==> src/rtl/fitness_eval_pkg.sv <==
// Shared types and helpers for the circuit fitness evaluator.
package fitness_eval_pkg;

  localparam int unsigned IN_DEF     = 3;
  localparam int unsigned OUT_DEF    = 1;
  localparam int unsigned SETTLE_DEF = 2;
  localparam int unsigned NVEC       = 2 ** IN_DEF;

  typedef enum logic [2:0] {
    IDLE,
    SETTLE,
    SAMP1,
    SAMP2,
    DONE
  } eval_state_t;

  // Callers zero-extend narrower vectors, so only set bits are counted.
  function automatic int unsigned popcount(input logic [31:0] v);
    int unsigned c;
    c = 0;
    for (int i = 0; i < 32; i++) begin
      if (v[i]) c++;
    end
    return c;
  endfunction

endpackage

==> src/rtl/circuit_fitness_eval.sv <==
// Sweeps all input vectors through the evolved circuit, double-samples each response
// and scores matches against a target truth table, flagging unstable (oscillating) vectors.
module circuit_fitness_eval
  import fitness_eval_pkg::*;
#(
  parameter int unsigned IN         = IN_DEF,
  parameter int unsigned OUT        = OUT_DEF,
  parameter int unsigned SETTLE_CYC = SETTLE_DEF,
  localparam int unsigned NV = 2 ** IN,
  localparam int unsigned SW = $clog2(NV * OUT + 1),
  localparam int unsigned CW = (SETTLE_CYC > 1) ? $clog2(SETTLE_CYC) : 1
) (
  input  logic                    clk,
  input  logic                    rst_n,
  input  logic                    start,
  input  logic [NV-1:0][OUT-1:0]  target,
  output logic [IN-1:0]           dut_inp,
  input  logic [OUT-1:0]          dut_out,
  output logic                    busy,
  output logic                    done,
  output logic [SW-1:0]           score,
  output logic                    unstable
);

  eval_state_t               r_state, w_state_d;
  logic [CW-1:0]             r_cnt, w_cnt_d;
  logic [IN-1:0]             r_vec, w_vec_d;
  logic [OUT-1:0]            r_s1, w_s1_d;
  logic [NV-1:0][OUT-1:0]    r_target, w_target_d;
  logic [SW-1:0]             r_score, w_score_d;
  logic                      r_unstable, w_unstable_d;
  logic                      r_busy, w_busy_d;
  logic                      r_done, w_done_d;
  logic [OUT-1:0]            w_match;
  logic [SW-1:0]             w_inc;

  assign w_match = ~(r_s1 ^ r_target[r_vec]);
  assign w_inc   = SW'(popcount(32'(w_match)));

  always_ff @(posedge clk or negedge rst_n) begin
    if (!rst_n) begin
      r_state    <= IDLE;
      r_cnt      <= '0;
      r_vec      <= '0;
      r_s1       <= '0;
      r_target   <= '0;
      r_score    <= '0;
      r_unstable <= 1'b0;
      r_busy     <= 1'b0;
      r_done     <= 1'b0;
    end else begin
      r_state    <= w_state_d;
      r_cnt      <= w_cnt_d;
      r_vec      <= w_vec_d;
      r_s1       <= w_s1_d;
      r_target   <= w_target_d;
      r_score    <= w_score_d;
      r_unstable <= w_unstable_d;
      r_busy     <= w_busy_d;
      r_done     <= w_done_d;
    end
  end

  always_comb begin
    w_state_d    = r_state;
    w_cnt_d      = r_cnt;
    w_vec_d      = r_vec;
    w_s1_d       = r_s1;
    w_target_d   = r_target;
    w_score_d    = r_score;
    w_unstable_d = r_unstable;
    w_busy_d     = r_busy;
    w_done_d     = 1'b0;

    unique case (r_state)
      IDLE: begin
        if (start) begin
          w_target_d   = target;
          w_vec_d      = '0;
          w_score_d    = '0;
          w_unstable_d = 1'b0;
          w_busy_d     = 1'b1;
          w_cnt_d      = CW'(SETTLE_CYC - 1);
          w_state_d    = SETTLE;
        end
      end
      SETTLE: begin
        if (r_cnt == '0) w_state_d = SAMP1;
        else             w_cnt_d   = r_cnt - CW'(1);
      end
      SAMP1: begin
        w_s1_d    = dut_out;
        w_state_d = SAMP2;
      end
      SAMP2: begin
        // A vector whose two samples disagree contributes nothing to the score.
        if (dut_out == r_s1) w_score_d    = r_score + w_inc;
        else                 w_unstable_d = 1'b1;
        if (r_vec == IN'(NV - 1)) begin
          w_state_d = DONE;
        end else begin
          w_vec_d   = r_vec + IN'(1);
          w_cnt_d   = CW'(SETTLE_CYC - 1);
          w_state_d = SETTLE;
        end
      end
      DONE: begin
        w_busy_d  = 1'b0;
        w_done_d  = 1'b1;
        w_state_d = IDLE;
      end
      default: w_state_d = IDLE;
    endcase
  end

  assign dut_inp  = r_vec;
  assign busy     = r_busy;
  assign done     = r_done;
  assign score    = r_score;
  assign unstable = r_unstable;

endmodule

==> config.mk <==
export PLATFORM = sky130hd
export DESIGN_NAME = circuit_fitness_eval
export DESIGN_NICKNAME = d
export VERILOG_FILES = /design/src/rtl/fitness_eval_pkg.sv /design/src/rtl/circuit_fitness_eval.sv
export SDC_FILE = /design/constraint.sdc
export NUM_CORES = 1
export LEC_CHECK = 0
export BUFFER_PORTS_ARGS = -buffer_cell sky130_fd_sc_hd__buf_2
export CORE_MARGIN = 10
export CORE_UTILIZATION = 30
export DETAILED_ROUTE_END_ITERATION = 8
export PLACE_DENSITY_LB_ADDON = 0.05
export SYNTH_ARGS = -nofsm -noshare
export SYNTH_HDL_FRONTEND = slang
export SYNTH_SLANG_ARGS = --single-unit
==> constraint.sdc <==
create_clock -name clk -period 6.1 [get_ports clk]
set_clock_uncertainty 0.2 [all_clocks]
set_input_delay 1.83 -clock clk [delete_from_list [all_inputs] [get_ports clk]]
set_output_delay 1.83 -clock clk [all_outputs]
set_load 0.05 [all_outputs]
==> impl_results.md <==
* Critical Path RT at 6.05 ns
* CP Cell Sequence: buf_2, nor4b_4, nor2_1, mux2_2
* DRC violations left at 0
* Main synth FF type: dfrtp_1
* Remaining global-route overflow at 0
* Slew headroom at 0.398
* R2R Setup Slk at 3.51 ns
* Final Cycle Share at 0.528
* Total negative slack at 0 ns
* NumNets Final at 123
* Most numerous cell in the Yosys netlist: dfrtp_1
* Crit end category: flip-flop
* Shortest period the worst path allows at 3.22 ns
* CTS buffer count at 3
* Die Height at 81.5 µm
* Fin. max-slew vios at 0
* Layout overhead on the synthesized area at 15.1%
* LEAKAGE at 0.000618 µW
* Sink Count at 23
* Status: finished, final reports clean
* CTS H-Tree Depth at 1
* Worst Tran Pin Value at 0.899 ns
* Initial antenna violation count at 0
* CP max FO at 15
* Synth cell count leaders: 23 x dfrtp_1, 12 x mux2_2, 6 x mux2i_1, 6 x nor2_1
* First-pass GRT wire length at 3640 µm
* Top delay family on crit path: simple AND/OR/NAND/NOR gates
* CP bufs+invs at 1
* Crit path kind: in2reg
* Max stage delay cell, worst path: nor4b_4
* WL final at 2160 µm
* RR Endpoint: score[2]$_DFFE_PN0P_
* Reg2reg start: dut_inp[0]$_DFFE_PN0P_
* Vias in the first global route at 747
* Core area at 0.00366 mm²
* Count of different cell masters after synthesis at 28
* Share of Yosys cell area claimed by the top area cell type at 0.507
* Clk buf depth at 2
* Skew-Pair Late Insertion Delay at 0.26 ns
* Number of synthesized register bits at 23
* Root Buffer: clkbuf_8
* FP Rows at 22
* Setup violators final at 0
* ANT nets after route at 0
* Wirelength per Cell at 14.0 µm
* R2R depth at 8
* Post-Synthesis Cells at 85
* Gp weighted congestion at 0.693
* Post-Syn Area per Cell at 13.4 µm²
* Top-level I/O count at 22
* CP Launch Type: input pin
* Final non-filler cell total at 154
* HP Class: reg2reg
* Iter 0 DRT Violations at 30
* Synth warn at 0
* Worst-path clk slew at 0.08 ns
* Net Count, Synth at 101
* CTS tree: yes
* Hold path endpoint: r_cnt$_DFFE_PN0P_
* Vias per cell at 4.55
* Die area at 0.00665 mm²
* Hold path cells at 2
* GRT Util Overall at 0.0714
* # diodes at 0
* WP depth at 4
* Critical path's largest stage delay at 0.73 ns
* # hold bufs at CTS at 0
* Hpwl dp at 1630 µm
* Port Buf Inserts at 21
* Share of cells above drive strength 1 at 0.406
* Post-synth top area cell: dfrtp_1
* Post-synth EDFFs at 0
* Syn Std Cell Area at 0.00114 mm²
* Final Hold Fails at 0
* Arr. time, crit path at 3.17 ns
* Power per Cell Area at 527 mW/mm²
* Fmax achieved at 310 MHz
* Inst Count DP at 150
* Post-CTS Setup Bufs at 0
* Async SR Flop Fraction at 1.00
* Hold path start: r_cnt$_DFFE_PN0P_
* Synth area leaders: dfrtp_1 51%, mux2_2 12%, mux2i_1 5.3%
* Seq/Total Area, Yosys at 0.507
* Drt first pass iters at 3
* Total of max-cap violations at 0
* Vias at 701
* Effective utilization at floorplan at 0.310
* Largest net degree at the start of global routing at 24
* Chip Width at 81.5 µm
* Worst IR Drop VDD at 147 µV
* RSZ-0062 raised after global routing: no
* Post_cts resized at 0
==> cell usage in the layout, fill, tap and decap left out, drive strengths merged <==
cell,count
o21bai,1
nor2,6
nand2b,2
a211oi,1
nor3b,1
nand3,1
nand3b,1
a21oi,1
or4,1
nor4b,1
ha,4
nand2,1
buf,21
xor2,3
mux4,1
mux2i,6
a41oi,1
dfrtp,23
a21o,1
clkbuf,4
nor3,2
nor2b,2
o31ai,1
and4bb,1
o21ai,1
a22o,2
mux2,12
inv,4
==> sequential cells by signal, summed over array words and instances (netlist names) <==
register,cells
r_target,8
score,4
dut_inp,3
r_state,3
busy,1
done,1
r_cnt,1
r_s1,1
unstable,1
==> through the flow <==
step           instance area [µm²]  hold slack [ns]   util  setup WS (ns)  power (µW)
2_1_floorplan                 1140            0.264      -           3.15         547
3_3_place_gp                  1260            0.292  0.345           2.59         602
3_5_place_dp                  1260            0.290  0.345           2.53         608
4_1_cts                       1310            0.310  0.357           2.81         705
5_1_grt                       1310            0.336  0.357           2.70         747
6_report                      1310            0.303  0.357           2.88         689
==> worst max path at each step <==
stage	start	to	slack, ns
final	start	dut_inp[0]$_DFFE_PN0P_	2.88
after global routing	start	dut_inp[0]$_DFFE_PN0P_	2.70
after CTS	start	dut_inp[0]$_DFFE_PN0P_	2.81
after detailed placement	start	dut_inp[0]$_DFFE_PN0P_	2.53
after global placement	start	dut_inp[0]$_DFFE_PN0P_	2.59
after floorplan	start	r_target[0]$_DFFE_PN0P_	3.15
==> area by class of cell <==
type | count | area (µm²)
Inverter | 4 | 15.0
Multi-Input combinational cell | 54 | 507
Tap cell | 48 | 60.1
Fill cell | 366 | 2350
Clock buffer | 4 | 45.0
Sequential cell | 23 | 576
Timing Repair Buffer | 21 | 105
==> worst reg2reg max path, delay by kind of cell (launching register included) <==
| kind | cells | cell delay, ns |
|---|---|---|
| muxes | 2 | 0.65 |
| and+or+nand+nor | 1 | 0.50 |
| DFF | 1 | 0.49 |
| adders and majority gates | 2 | 0.33 |
| xor gates and xnor gates | 1 | 0.17 |
| AOI/OAI and AO/OA | 1 | 0.14 |
| buffers and inverters | 1 | 0.05 |
==> power breakdown <==
group | switching, µW | internal (µW) | leakage, µW
clock network | 48.3 | 46.6 | 0.0000228
registers | 67.9 | 216 | 0.000282
logic | 170 | 140 | 0.000313
total | 287 | 402 | 0.000618
==> kinds of logic (layout without fill, tap and decap cells) <==
kind of cell	Yosys count	after routing	synth area share
AO/OA/AOI/OAI	9	9	0.0628
XOR/XNOR	3	3	0.0231
adder cells (fa/ha/maj)	4	4	0.0441
buffers and inverters	8	29	0.0473
flip-flops	23	23	0.507
multiplexers	19	19	0.192
AND/OR/NAND/NOR	19	19	0.124
==> layer usage <==
metal  part of all wire  track usage  vias to the layer above
met5                  0            0                        -
met4              0.018       0.0363                        0
met3              0.071       0.0295                        5
met1               0.43       0.0846                      338
met2               0.48        0.109                       14
li1                   -            -                      344
Power figures use the tool's default switching activity.
